<file path="config.mk">
export PLATFORM = sky130hd
export DESIGN_NAME = weight_loader
export DESIGN_NICKNAME = d
export VERILOG_FILES = /design/src/rtl/weight_loader.sv
export SDC_FILE = /design/constraint.sdc
export NUM_CORES = 1
export LEC_CHECK = 0
export ABC_CLOCK_PERIOD_IN_PS = 4850
export BUFFER_PORTS_ARGS = -buffer_cell sky130_fd_sc_hd__buf_2
export CORE_ASPECT_RATIO = 1.5
export CORE_UTILIZATION = 56
export DETAILED_ROUTE_END_ITERATION = 6
export GPL_TIMING_DRIVEN = 0
export PLACE_DENSITY_LB_ADDON = 0.25
export SETUP_SLACK_MARGIN = 0.5
export SYNTH_ARGS = -nofsm -noshare
export SYNTH_HDL_FRONTEND = slang
export SYNTH_SLANG_ARGS = --single-unit
</file>
<file path="constraint.sdc">
create_clock -name clk -period 4.85 [get_ports clk]
set_clock_uncertainty 0.15 [all_clocks]
set_input_delay 0.2425 -clock clk [delete_from_list [all_inputs] [get_ports clk]]
set_output_delay 0.2425 -clock clk [all_outputs]
set_load 0.01 [all_outputs]
</file>
<file path="src/rtl/weight_loader.sv">
// -----------------------------------------------------------------------------
// weight_loader
//   Streams weight words from a valid/ready source into SYS_COLS column
//   weight buffers. Words arrive column-major within a row: column 0..N-1 of
//   row 0, then row 1, and so on. A load covers rows_cfg rows. Each accepted
//   word appears one cycle later as a single wr_en lane carrying o_data.
//
// Ports
//   clk       : clock, all state changes on its rising edge
//   rst       : asynchronous active-low reset
//   start     : one-cycle load request, honoured only while idle
//   rows_cfg  : rows to load (1..DEPTH), captured with an accepted start
//   s_valid   : source word valid
//   s_data    : source weight word
//   s_ready   : loader accepts s_data this cycle
//   wr_en     : per-column write enable, one-hot or zero
//   o_data    : per-column write data, unwritten lanes hold their value
//   busy      : load in progress (LOAD or DONE)
//   done      : one-cycle pulse alongside the last write
//   err       : one-cycle pulse after a start with rows_cfg out of range
// -----------------------------------------------------------------------------
module weight_loader #(
    parameter int SYS_COLS = 4,
    parameter int WB       = 8,
    parameter int DEPTH    = 8
) (
    input  logic                          clk,
    input  logic                          rst,
    input  logic                          start,
    input  logic [$clog2(DEPTH):0]        rows_cfg,
    input  logic                          s_valid,
    input  logic [WB-1:0]                 s_data,
    output logic                          s_ready,
    output logic [SYS_COLS-1:0]           wr_en,
    output logic [SYS_COLS-1:0][WB-1:0]   o_data,
    output logic                          busy,
    output logic                          done,
    output logic                          err
);

    localparam int RW = $clog2(DEPTH) + 1;
    localparam int CW = (SYS_COLS > 1) ? $clog2(SYS_COLS) : 1;

    localparam logic [RW-1:0] DEPTH_L  = RW'(DEPTH);
    localparam logic [CW-1:0] COL_LAST = CW'(SYS_COLS - 1);

    typedef enum logic [1:0] {
        ST_IDLE = 2'd0,
        ST_LOAD = 2'd1,
        ST_DONE = 2'd2
    } state_t;

    state_t                        state_q, state_d;
    logic [RW-1:0]                 rows_q, rows_d;
    logic [RW-1:0]                 row_q, row_d;
    logic [CW-1:0]                 col_q, col_d;
    logic [SYS_COLS-1:0]           wr_en_q, wr_en_d;
    logic [SYS_COLS-1:0][WB-1:0]   o_data_q, o_data_d;
    logic                          busy_q, busy_d;
    logic                          done_q, done_d;
    logic                          err_q, err_d;
    logic                          s_ready_q, s_ready_d;
    logic                          hs_s;

    // Next-state, counter and output computation.
    always_comb begin
        state_d   = state_q;
        rows_d    = rows_q;
        row_d     = row_q;
        col_d     = col_q;
        wr_en_d   = '0;
        o_data_d  = o_data_q;
        err_d     = 1'b0;
        hs_s      = s_valid & s_ready_q;

        case (state_q)
            ST_IDLE: begin
                if (start) begin
                    if ((rows_cfg != {RW{1'b0}}) && (rows_cfg <= DEPTH_L)) begin
                        state_d = ST_LOAD;
                        rows_d  = rows_cfg;
                        row_d   = {RW{1'b0}};
                        col_d   = {CW{1'b0}};
                    end else begin
                        err_d = 1'b1;
                    end
                end else begin
                    state_d = ST_IDLE;
                end
            end
            ST_LOAD: begin
                // Counters move only on a handshake; a stall holds everything.
                if (hs_s) begin
                    wr_en_d[col_q]  = 1'b1;
                    o_data_d[col_q] = s_data;
                    if (col_q == COL_LAST) begin
                        col_d = {CW{1'b0}};
                        if (row_q == (rows_q - RW'(1))) begin
                            state_d = ST_DONE;
                            row_d   = {RW{1'b0}};
                        end else begin
                            row_d = row_q + RW'(1);
                        end
                    end else begin
                        col_d = col_q + CW'(1);
                    end
                end else begin
                    state_d = ST_LOAD;
                end
            end
            ST_DONE: begin
                state_d = ST_IDLE;
            end
            default: begin
                state_d = ST_IDLE;
            end
        endcase

        // Status flags follow the state being entered so they are flops, not decodes.
        busy_d    = (state_d != ST_IDLE);
        s_ready_d = (state_d == ST_LOAD);
        done_d    = (state_d == ST_DONE);
    end

    // State, counter and output registers.
    always_ff @(posedge clk or negedge rst) begin
        if (!rst) begin
            state_q   <= ST_IDLE;
            rows_q    <= {RW{1'b0}};
            row_q     <= {RW{1'b0}};
            col_q     <= {CW{1'b0}};
            wr_en_q   <= '0;
            o_data_q  <= '0;
            busy_q    <= 1'b0;
            done_q    <= 1'b0;
            err_q     <= 1'b0;
            s_ready_q <= 1'b0;
        end else begin
            state_q   <= state_d;
            rows_q    <= rows_d;
            row_q     <= row_d;
            col_q     <= col_d;
            wr_en_q   <= wr_en_d;
            o_data_q  <= o_data_d;
            busy_q    <= busy_d;
            done_q    <= done_d;
            err_q     <= err_d;
            s_ready_q <= s_ready_d;
        end
    end

    assign s_ready = s_ready_q;
    assign wr_en   = wr_en_q;
    assign o_data  = o_data_q;
    assign busy    = busy_q;
    assign done    = done_q;
    assign err     = err_q;

endmodule

</file>
* Yosys cells after proc, flatten, opt, wreduce, memory -nomap -nowiden *
Index checks and enable logic that the tools add are counted.

cells by class
  add/subtract/negate cells = 3
  $mul = 0
  divide/modulo/power cells = 0
  magnitude comparators = 3
  eq/ne operators = 9
  shift-type cells = 0
  muxes and demuxes = 27
  bitwise gates (word level) = 1
  reductions and logical operators = 10

operator list
  cell                 number
  $bwmux 32            1
  $mux 4               7
  $mux 2               9
  $demux 8 s2          1
  $mux 8               1
  $ne 2x2->1 const B   4
  $pmux 2 s2           2
  $pmux 4 s2           1
  $reduce_and 5->1     1
  $add 4x1->4 const B  1
  $eq 2x1->1 const B   2
  $eq 2x2->1 const B   2
  $eq 4x4->1           1
  $le 4x4->1 const B   1
  $mux 1               4
  $reduce_and 4->1     1
  $reduce_bool 2->1    2
  $reduce_bool 4->1    1
  $sub 4x1->4 const B  1
  $lt 2x3->1 const B   1
  $reduce_and 3->1     1
  $add 2x1->2 const B  1
  $demux 1 s2          1
  $ge 2x1->1 const B   1
  other kinds (4)      5

storage, ports and cells
  flip-flop bits (word level) = 52
  latch bits = 0
  RAM bits = 0
  memory bits (read-only) = 0
  bits of input ports = 16
  output and inout port bits = 40
  word-level logic and storage cells = 66
  memories = 0

* Longest topological paths before layout *
Gate-level depths: netlist of the first run.

  word-level depth = 7
  mapped depth = 7
  depth with buffers taken out = 7

* Worst setup path before layout of the first run *
Ideal clock, no wire load.

  path type = register to register
  start point = register rows_q[0]
  end point = register row_q[2]
  library setup time = 121 ps
  arrival time = 1453 ps
  required time = 4579 ps
  path slack = 3125 ps
  stages on the path, launching flop included = 8
  buffers on the path = 0
  clock period less this slack = 1725 ps
  cells stage by stage = dfrtp_1 > inv_1 > ha_1 > xnor3_1 > nand3_2 > o21ai_2 > o21ai_0 > o2bb2ai_1

on the way
  cells in the longest elaborated chain, start to end = 6

RTL lines
  what                      RTL line  RTL
  start: declaration        54        logic [RW-1:0] rows_q, rows_d;
  start signal: assignment  129       rows_q <= {RW{1'b0}};
  start signal: assignment  140       rows_q <= rows_d;
  $sub 4x1->4               98        if (row_q == (rows_q - RW'(1))) begin
  $eq 4x4->1                98
  $mux 4                    98
  $mux 4                    96        if (col_q == COL_LAST) begin
  $mux 4                    93        if (hs_s) begin
  $pmux 4 s2                76        case (state_q)
  end signal: assignment    130       row_q <= {RW{1'b0}};
  end signal: assignment    141       row_q <= row_d;
  end: declaration          55        logic [RW-1:0] row_q, row_d;

Every way passes these cells. The select of a mux whose other input is x is not followed.
A chain may end at the register's enable or synchronous reset.

* Worst setup path in the final report of the first run *
Same ends and word-level chain as after synthesis.

==> results of run 1 <==
==> layout make-up <==
| cell class | count | area, µm² |
|---|---|---|
| buffer | 3 | 22.52 |
| clock buffer | 6 | 72.57 |
| clock inverter | 2 | 16.27 |
| fill | 260 | 1090 |
| inverter | 8 | 30.03 |
| multi-input combinational | 109 | 888.4 |
| sequential | 52 | 1301 |
| tap | 43 | 53.80 |
| timing repair buffer | 55 | 275.3 |
==> placed cells by master, fill, tap and decap left out, types with 3 or more instances in the layout <==
| cell | n |
|---|---|
| sky130_fd_sc_hd__buf_2 | 55 |
| sky130_fd_sc_hd__dfrtp_1 | 52 |
| sky130_fd_sc_hd__nand2_1 | 28 |
| sky130_fd_sc_hd__mux2_1 | 19 |
| sky130_fd_sc_hd__mux2_4 | 8 |
| sky130_fd_sc_hd__ha_1 | 6 |
| sky130_fd_sc_hd__nand3_1 | 5 |
| sky130_fd_sc_hd__clkbuf_8 | 5 |
| sky130_fd_sc_hd__inv_1 | 4 |
| sky130_fd_sc_hd__inv_2 | 4 |
| sky130_fd_sc_hd__o21ai_1 | 4 |
| sky130_fd_sc_hd__xnor2_1 | 3 |
| sky130_fd_sc_hd__nor3_1 | 3 |
| sky130_fd_sc_hd__nand2_4 | 3 |
| sky130_fd_sc_hd__a21oi_1 | 3 |
==> how the worst min path moves through the flow <==
| stage | from | endpoint | slack (ps) | cells after the start |
|---|---|---|---|---|
| after floorplan | rst | busy | -200 | 0 |
| after global placement | o_data[29] | o_data[29] | 300 | 2 |
| after detailed placement | o_data[29] | o_data[29] | 310 | 2 |
| after CTS | rows_cfg[2] | rows_q[3] | 10 | 2 |
| after global routing | s_data[5] | o_data[29] | 5 | 3 |
| final | rst | o_data[18] | -5 | 1 |
==> state kept, by name (all words and copies together), names as in the netlist <==
| signal | flops |
|---|---|
| busy | 1 |
| s_ready | 1 |
| err | 1 |
| wr_en | 4 |
| o_data | 32 |
| row_q | 4 |
| done | 1 |
| col_q | 2 |
| state_q | 2 |
| rows_q | 4 |
==> critical path, stage by stage (launching register included) <==
cell                        delay [ps]
sky130_fd_sc_hd__dfrtp_1           400
sky130_fd_sc_hd__inv_1              60
sky130_fd_sc_hd__ha_1              190
sky130_fd_sc_hd__xnor3_1           380
sky130_fd_sc_hd__nand3_2           110
sky130_fd_sc_hd__o21ai_2           280
sky130_fd_sc_hd__o21ai_0           120
sky130_fd_sc_hd__o2bb2ai_1         120
==> through the flow <==
stage / area, µm² / power, mW / instances
global route: 2660 / 1.688 / 278
global placement: 2571 / 1.311 / 270
detailed placement: 2571 / 1.335 / 270
CTS: 2660 / 1.579 / 278
finish: 2660 / 1.562 / 278
floorplan: 2242 / 1.103 / 172
==> per-layer routing <==
metal,GRT usage,up-vias,wire length [µm]
met5,0,-,0
li1,-,714,-
met2,0.3741,41,2077
met3,0.05714,6,201
met4,0.1000,0,68
met1,0.2529,740,1663
==> cells by family after synthesis <==
family                   after synthesis
flip-flops                            52
AO/OA/AOI/OAI                         17
buffers and inverters                 11
AND/OR/NAND/NOR                       53
adder cells (fa/ha/maj)                6
multiplexers                          27
XOR/XNOR                               6
==> power by group through the flow <==
stage,Clock (mW),Combinational (mW),Sequential (mW)
after global routing,0.270,0.688,0.730
after CTS,0.248,0.625,0.705
after detailed placement,0,0.622,0.713
after floorplan,0,0.326,0.776
after global placement,0,0.603,0.708
final,0.244,0.615,0.703
==> metrics.txt, run 1 <==
outcome=complete, but fails checks; failing checks=negative hold slack; n_diodes=0; number of enable flip-flop cells after synthesis=0; CTS-repair resized insts=0; setup repair after global routing missed its margin=no; proportion of power drawn by the clock network=0.156; post-synthesis cell type count=37; first-pass GRT wire length=a little under 7000 µm; pre-CTS setup slack=2920 ps; ys flop type=sky130_fd_sc_hd__dfrtp_1; area share of fa/ha/maj cells after synthesis=0.03348; most frequent cell after synthesis=sky130_fd_sc_hd__dfrtp_1; final global-route overflow total=0; first-pass iteration count of the detailed router=4; pin count of the biggest net entering global routing=53; FF-to-FF path depth=7; Worst Setup End Kind=register; detailed router's first-iteration violation count=19; arrival time at the worst endpoint=roughly 2000 ps; parity-gate share of the synthesized area counting xor and xnor cells=0.02958; Pleak=1.379 nW; boundary pin count=56; count of hold-fix buffers inserted at cts=0; overall die height=79.50 µm; worst slew pin tran=~1100 ps; combinational family with the most area after synthesis=multiplexers; Total Routed Length=around 4000 µm; Sequential Power Share=0.450; fraction of final layout cells sized beyond drive strength 1=0.3787; worst skew pair latency=a little over 300 ps; vias in the first global route=between 1500 and 2000; critical path class=register to register; DIE WIDTH=53.67 µm; end of the critical path=row_q[2]; CTS Buf Count=5; mean area per synthesized cell=13.04 µm²; CTS tree=done; hold slack final=-4.892 ps; count of buffers from port buffering=55; layout net count=256; FP Rows=27; TritonCTS sink count=between 50 and 60; initial standard-cell utilization of the core=0.5979; worst-path fanout max=6; placed wire-length estimate=roughly 2900 µm; P&R area growth vs syn=18.64%; Cells after Synth=172; Wirelength per Cell=about 14 µm; number of antenna-violating nets in the routed design=0; Worst Setup Start Kind=register; R2R Setup Slk=between 2000 and 3000 ps; fraction of power spent switching nets=0.3533; Slew Limit Fails=0; residual DRC count=0; total via count in the routed design=1501; cell at the root of the clock tree=sky130_fd_sc_hd__clkbuf_8; internal power=1.010 mW; proportion of synthesized area in mux cells=0.1490; cell taking the most area after synthesis=sky130_fd_sc_hd__dfrtp_1; data required time at the worst endpoint=4900 ps; final setup violation count=0; Highest Clock Rate=between 500 and 600 MHz; Floorplan Core Area=between 3000 and 4000 µm²; setup tns final=0 ps; sequential element share of the synthesized area=0.5804; total of max-cap violations=0; synthesis-stage register bit count=52; area fraction in compound gates after synthesis=0.05357; Die ar.=between 4000 and 5000 µm²; nets in the synthesized netlist=just under 200; Hold/Removal Path Class=primary input to asynchronous set/reset pin; CP Launch Point=rows_q[0]; worst-case setup margin in the final layout=~2900 ps; Post-Route Utilization=0.7094; final count of hold timing violations=7; GRT Resource Usage Total=0.2219; R2R Path End=row_q[2]; share of the synthesized area in the top cell type=0.5804; setup repair bufs after CTS=0; YS warnings=0; Switching Power=about 0.55 mW; clock edge transition at the registers on the reported setup and hold paths=~90 ps; GPL Wtd Cong=slightly below 0.8; Bufs on Longest Clock Path=2; worst vdd ir=around 0.00033 V; H-tree depth=2; share of flip-flops with an asynchronous set or reset after synthesis=1.000; Syn Std Cell Area=~2200 µm²; worst slew margin relative to its limit=0.2603; via density per instance=5.399; list of most frequent post-synthesis cells=52 x sky130_fd_sc_hd__dfrtp_1, 28 x sky130_fd_sc_hd__nand2_1, 19 x sky130_fd_sc_hd__mux2_1; Synth Area in Simple Gates=0.1306; time the worst path needs with I/O delays and setup=between 1500 and 2000 ps; Comb power frac=0.394; FF-to-FF Start=rows_q[0]; ranking of synthesized cells by area=sky130_fd_sc_hd__dfrtp_1 58%, sky130_fd_sc_hd__mux2_1 9.5%, sky130_fd_sc_hd__mux2_4 5.4%; crit share post-route=0.3966; Cell Pwr Density=587.3 nW/µm²; initial antenna violation count=0
Power figures use the tool's default switching activity.
==> inputs of run 2 (changes only) <==
ABC_CLOCK_PERIOD_IN_PS = 2000   (was 4850)
CORE_UTILIZATION = 52   (was 56)
clock period = 2 ns   (was 4.85 ns; I/O delays follow)
==> run 2 against run 1 <==
The flow still finishes with violations (negative hold slack). First-iteration DRC count rose by 140%. Hold slack got worse by 120 ps. Non-clock buffer count rose by 35. Sequential share of layout area fell by 9.5 points. Final area rose by 24%. Combinational power rose to 3.6 times the previous value. Worst setup slack got worse by 2700 ps. Sequential power rose to 2.5 times the previous value. Clock power rose by 150%. Critical path type unchanged. Largest power group is now combinational cells. Highest routed layer unchanged.
==> metrics.txt, run 2 (synthesized netlist as in run 1, its figures left out) <==
total of max-cap violations=0 (unchanged); CTS tree=done; Cell Pwr Density=1384 nW/µm² (+140%); setup tns final=0 ps (unchanged); number of antenna-violating nets in the routed design=0 (unchanged); Highest Clock Rate=566.2 MHz (+8.9%); Hold/Removal Path Class=primary input to asynchronous set/reset pin; Design Area, Final=3303 µm² (+24%); boundary pin count=56 (unchanged); worst skew pair latency=310 ps (about the same); failing checks=negative hold slack; Slew Limit Fails=0 (unchanged); final setup violation count=0 (unchanged); FP Rows=28 (+3.7%); worst vdd ir=0.001141 V (+240%); placed wire-length estimate=3103 µm (+5.9%); layout net count=294 (+15%); Worst Setup Start Kind=register; H-tree depth=2 (unchanged); final count of hold timing violations=52 (+45); clock edge transition at the registers on the reported setup and hold paths=90 ps (about the same); Floorplan Core Area=4029 µm² (+7.4%); setup repair after global routing missed its margin=yes; crit share post-route=0.8832 (+0.4866); Wirelength per Cell=17.43 µm (+21%); TritonCTS sink count=52 (unchanged); Total Routed Length=5542 µm (+38%); n_diodes=0 (unchanged); vias in the first global route=1663 (+10%); pin count of the biggest net entering global routing=53 (unchanged); detailed router's first-iteration violation count=45 (+26); count of buffers from port buffering=55 (unchanged); outcome=complete, but fails checks; time the worst path needs with I/O delays and setup=1766 ps (-157.1 ps); first-pass GRT wire length=8280 µm (+23%); P&R area growth vs syn=47.32%; cell at the root of the clock tree=sky130_fd_sc_hd__clkbuf_8; CTS Buf Count=5 (unchanged); most common library cell in the layout ignoring fill and taps=sky130_fd_sc_hd__buf_2; number of fillers in the final layout=208 (-20%); arrival time at the worst endpoint=1810 ps (-160 ps); residual DRC count=0 (unchanged); initial antenna violation count=0 (unchanged); Die ar.=4584 µm² (+7.4%); worst-path fanout max=6 (unchanged); Post-Route Utilization=0.8199 (+0.1105); DIE WIDTH=55.62 µm (+3.6%); critical path class=register to register; first-pass iteration count of the detailed router=4 (unchanged); Bufs on Longest Clock Path=2 (unchanged); total via count in the routed design=1692 (+13%); max reg flops=32 (unchanged); worst slew pin tran=1157 ps (+47.18 ps); overall die height=82.42 µm (+3.7%); Worst Setup End Kind=register; Pleak=1.656 nW (+20%); via density per instance=5.321 (-1.5%); GPL Wtd Cong=0.7643 (-2.4%); fraction of final layout cells sized beyond drive strength 1=0.5861 (+0.2074); placed instance area=2694 µm² (+4.8%); final global-route overflow total=0 (unchanged); hold slack final=-129.7 ps (-124.8 ps); worst slew margin relative to its limit=0.2289 (-0.03146); count of hold-fix buffers inserted at cts=15 (+15); initial standard-cell utilization of the core=0.5565 (-0.04141); data required time at the worst endpoint=2040 ps (-2860 ps); GRT Resource Usage Total=0.2429 (+0.02098); top library cells by usage in the layout, fill and taps aside=55 x sky130_fd_sc_hd__buf_2, 51 x sky130_fd_sc_hd__dfrtp_1, 27 x sky130_fd_sc_hd__mux2_4, 17 x sky130_fd_sc_hd__buf_4, 15 x sky130_fd_sc_hd__dlygate4sd3_1
run 2: changes by cell type in the layout (fill, tap and decap cells not counted), sizes merged:
cell and delta:
clkbuf +1, dlygate4sd3 +15, nand2 +3, buf +19
run 2: layout make-up:
cell class,instances,area [µm²],area share
timing repair buffer,90,600.6,0.1818
tap,45,56.30,0.01705
buffer,3,46.29,0.01402
inverter,8,32.53,0.009848
clock inverter,2,16.27,0.004924
sequential,52,1303,0.3943
clock buffer,6,72.57,0.02197
multi-input combinational,112,1176,0.3561
run 2: timing repair:
| item | CTS | global route |
|---|---|---|
| resized for setup | 16 | 30 |
| pin swaps | 7 | 22 |
| buffers inserted | 13 | 6 |
| hold endpoints to repair | 89 | 52 |
| endpoints found under the setup margin | 44 | 45 |
| cloned | 3 | 1 |
run 2: final timing paths:
kind,cells after the start,slack (ps),to,from
worst max-delay path,7,230,row_q[0],rows_q[1]
worst min-delay path,1,-130,s_ready,rst
worst max register to register,7,230,row_q[0],rows_q[1]
worst min register to register,2,360,o_data[31],o_data[31]
max in group asynchronous,1,1060,state_q[1],rst
min in group clk,3,20,rows_q[3],rows_cfg[3]
run 2: metrics by stage:
stage          hold slack [ps]  setup WS [ps]  instances  power, mW
2_1_floorplan           -345.6          339.8        172      2.921
3_3_place_gp             191.8          227.7        272      3.426
3_5_place_dp             198.2          188.2        272      3.501
4_1_cts                 -104.2          279.4        311      4.351
5_1_grt                 -34.81          148.4        318      4.832
6_report                -129.7          233.7        318      4.570
run 2: where the power goes:
group	internal [mW]	leakage, nW	switching (mW)	total (mW)
logic	1.19	0.989	1.02	2.21
clock network	0.250	0.0414	0.350	0.599
registers	1.47	0.625	0.296	1.77
total	2.91	1.66	1.66	4.57
run 2: layer usage:
metal | global-route usage | vias up | part of all wire
li1 | - | 790 | -
met1 | 0.2875 | 833 | 0.39
met2 | 0.4494 | 57 | 0.56
met3 | 0.04050 | 12 | 0.038
met4 | 0.08250 | 0 | 0.020
met5 | 0 | - | 0
run 2: worst max-delay path, stage by stage, from the launching register on:
cell and delay [ps]:
sky130_fd_sc_hd__dfrtp_1 390, sky130_fd_sc_hd__buf_4 140, sky130_fd_sc_hd__buf_4 130, sky130_fd_sc_hd__nor3_2 260, sky130_fd_sc_hd__xnor2_2 140, sky130_fd_sc_hd__o21ai_4 220
sky130_fd_sc_hd__nand2b_4 170, sky130_fd_sc_hd__o21ai_1 60
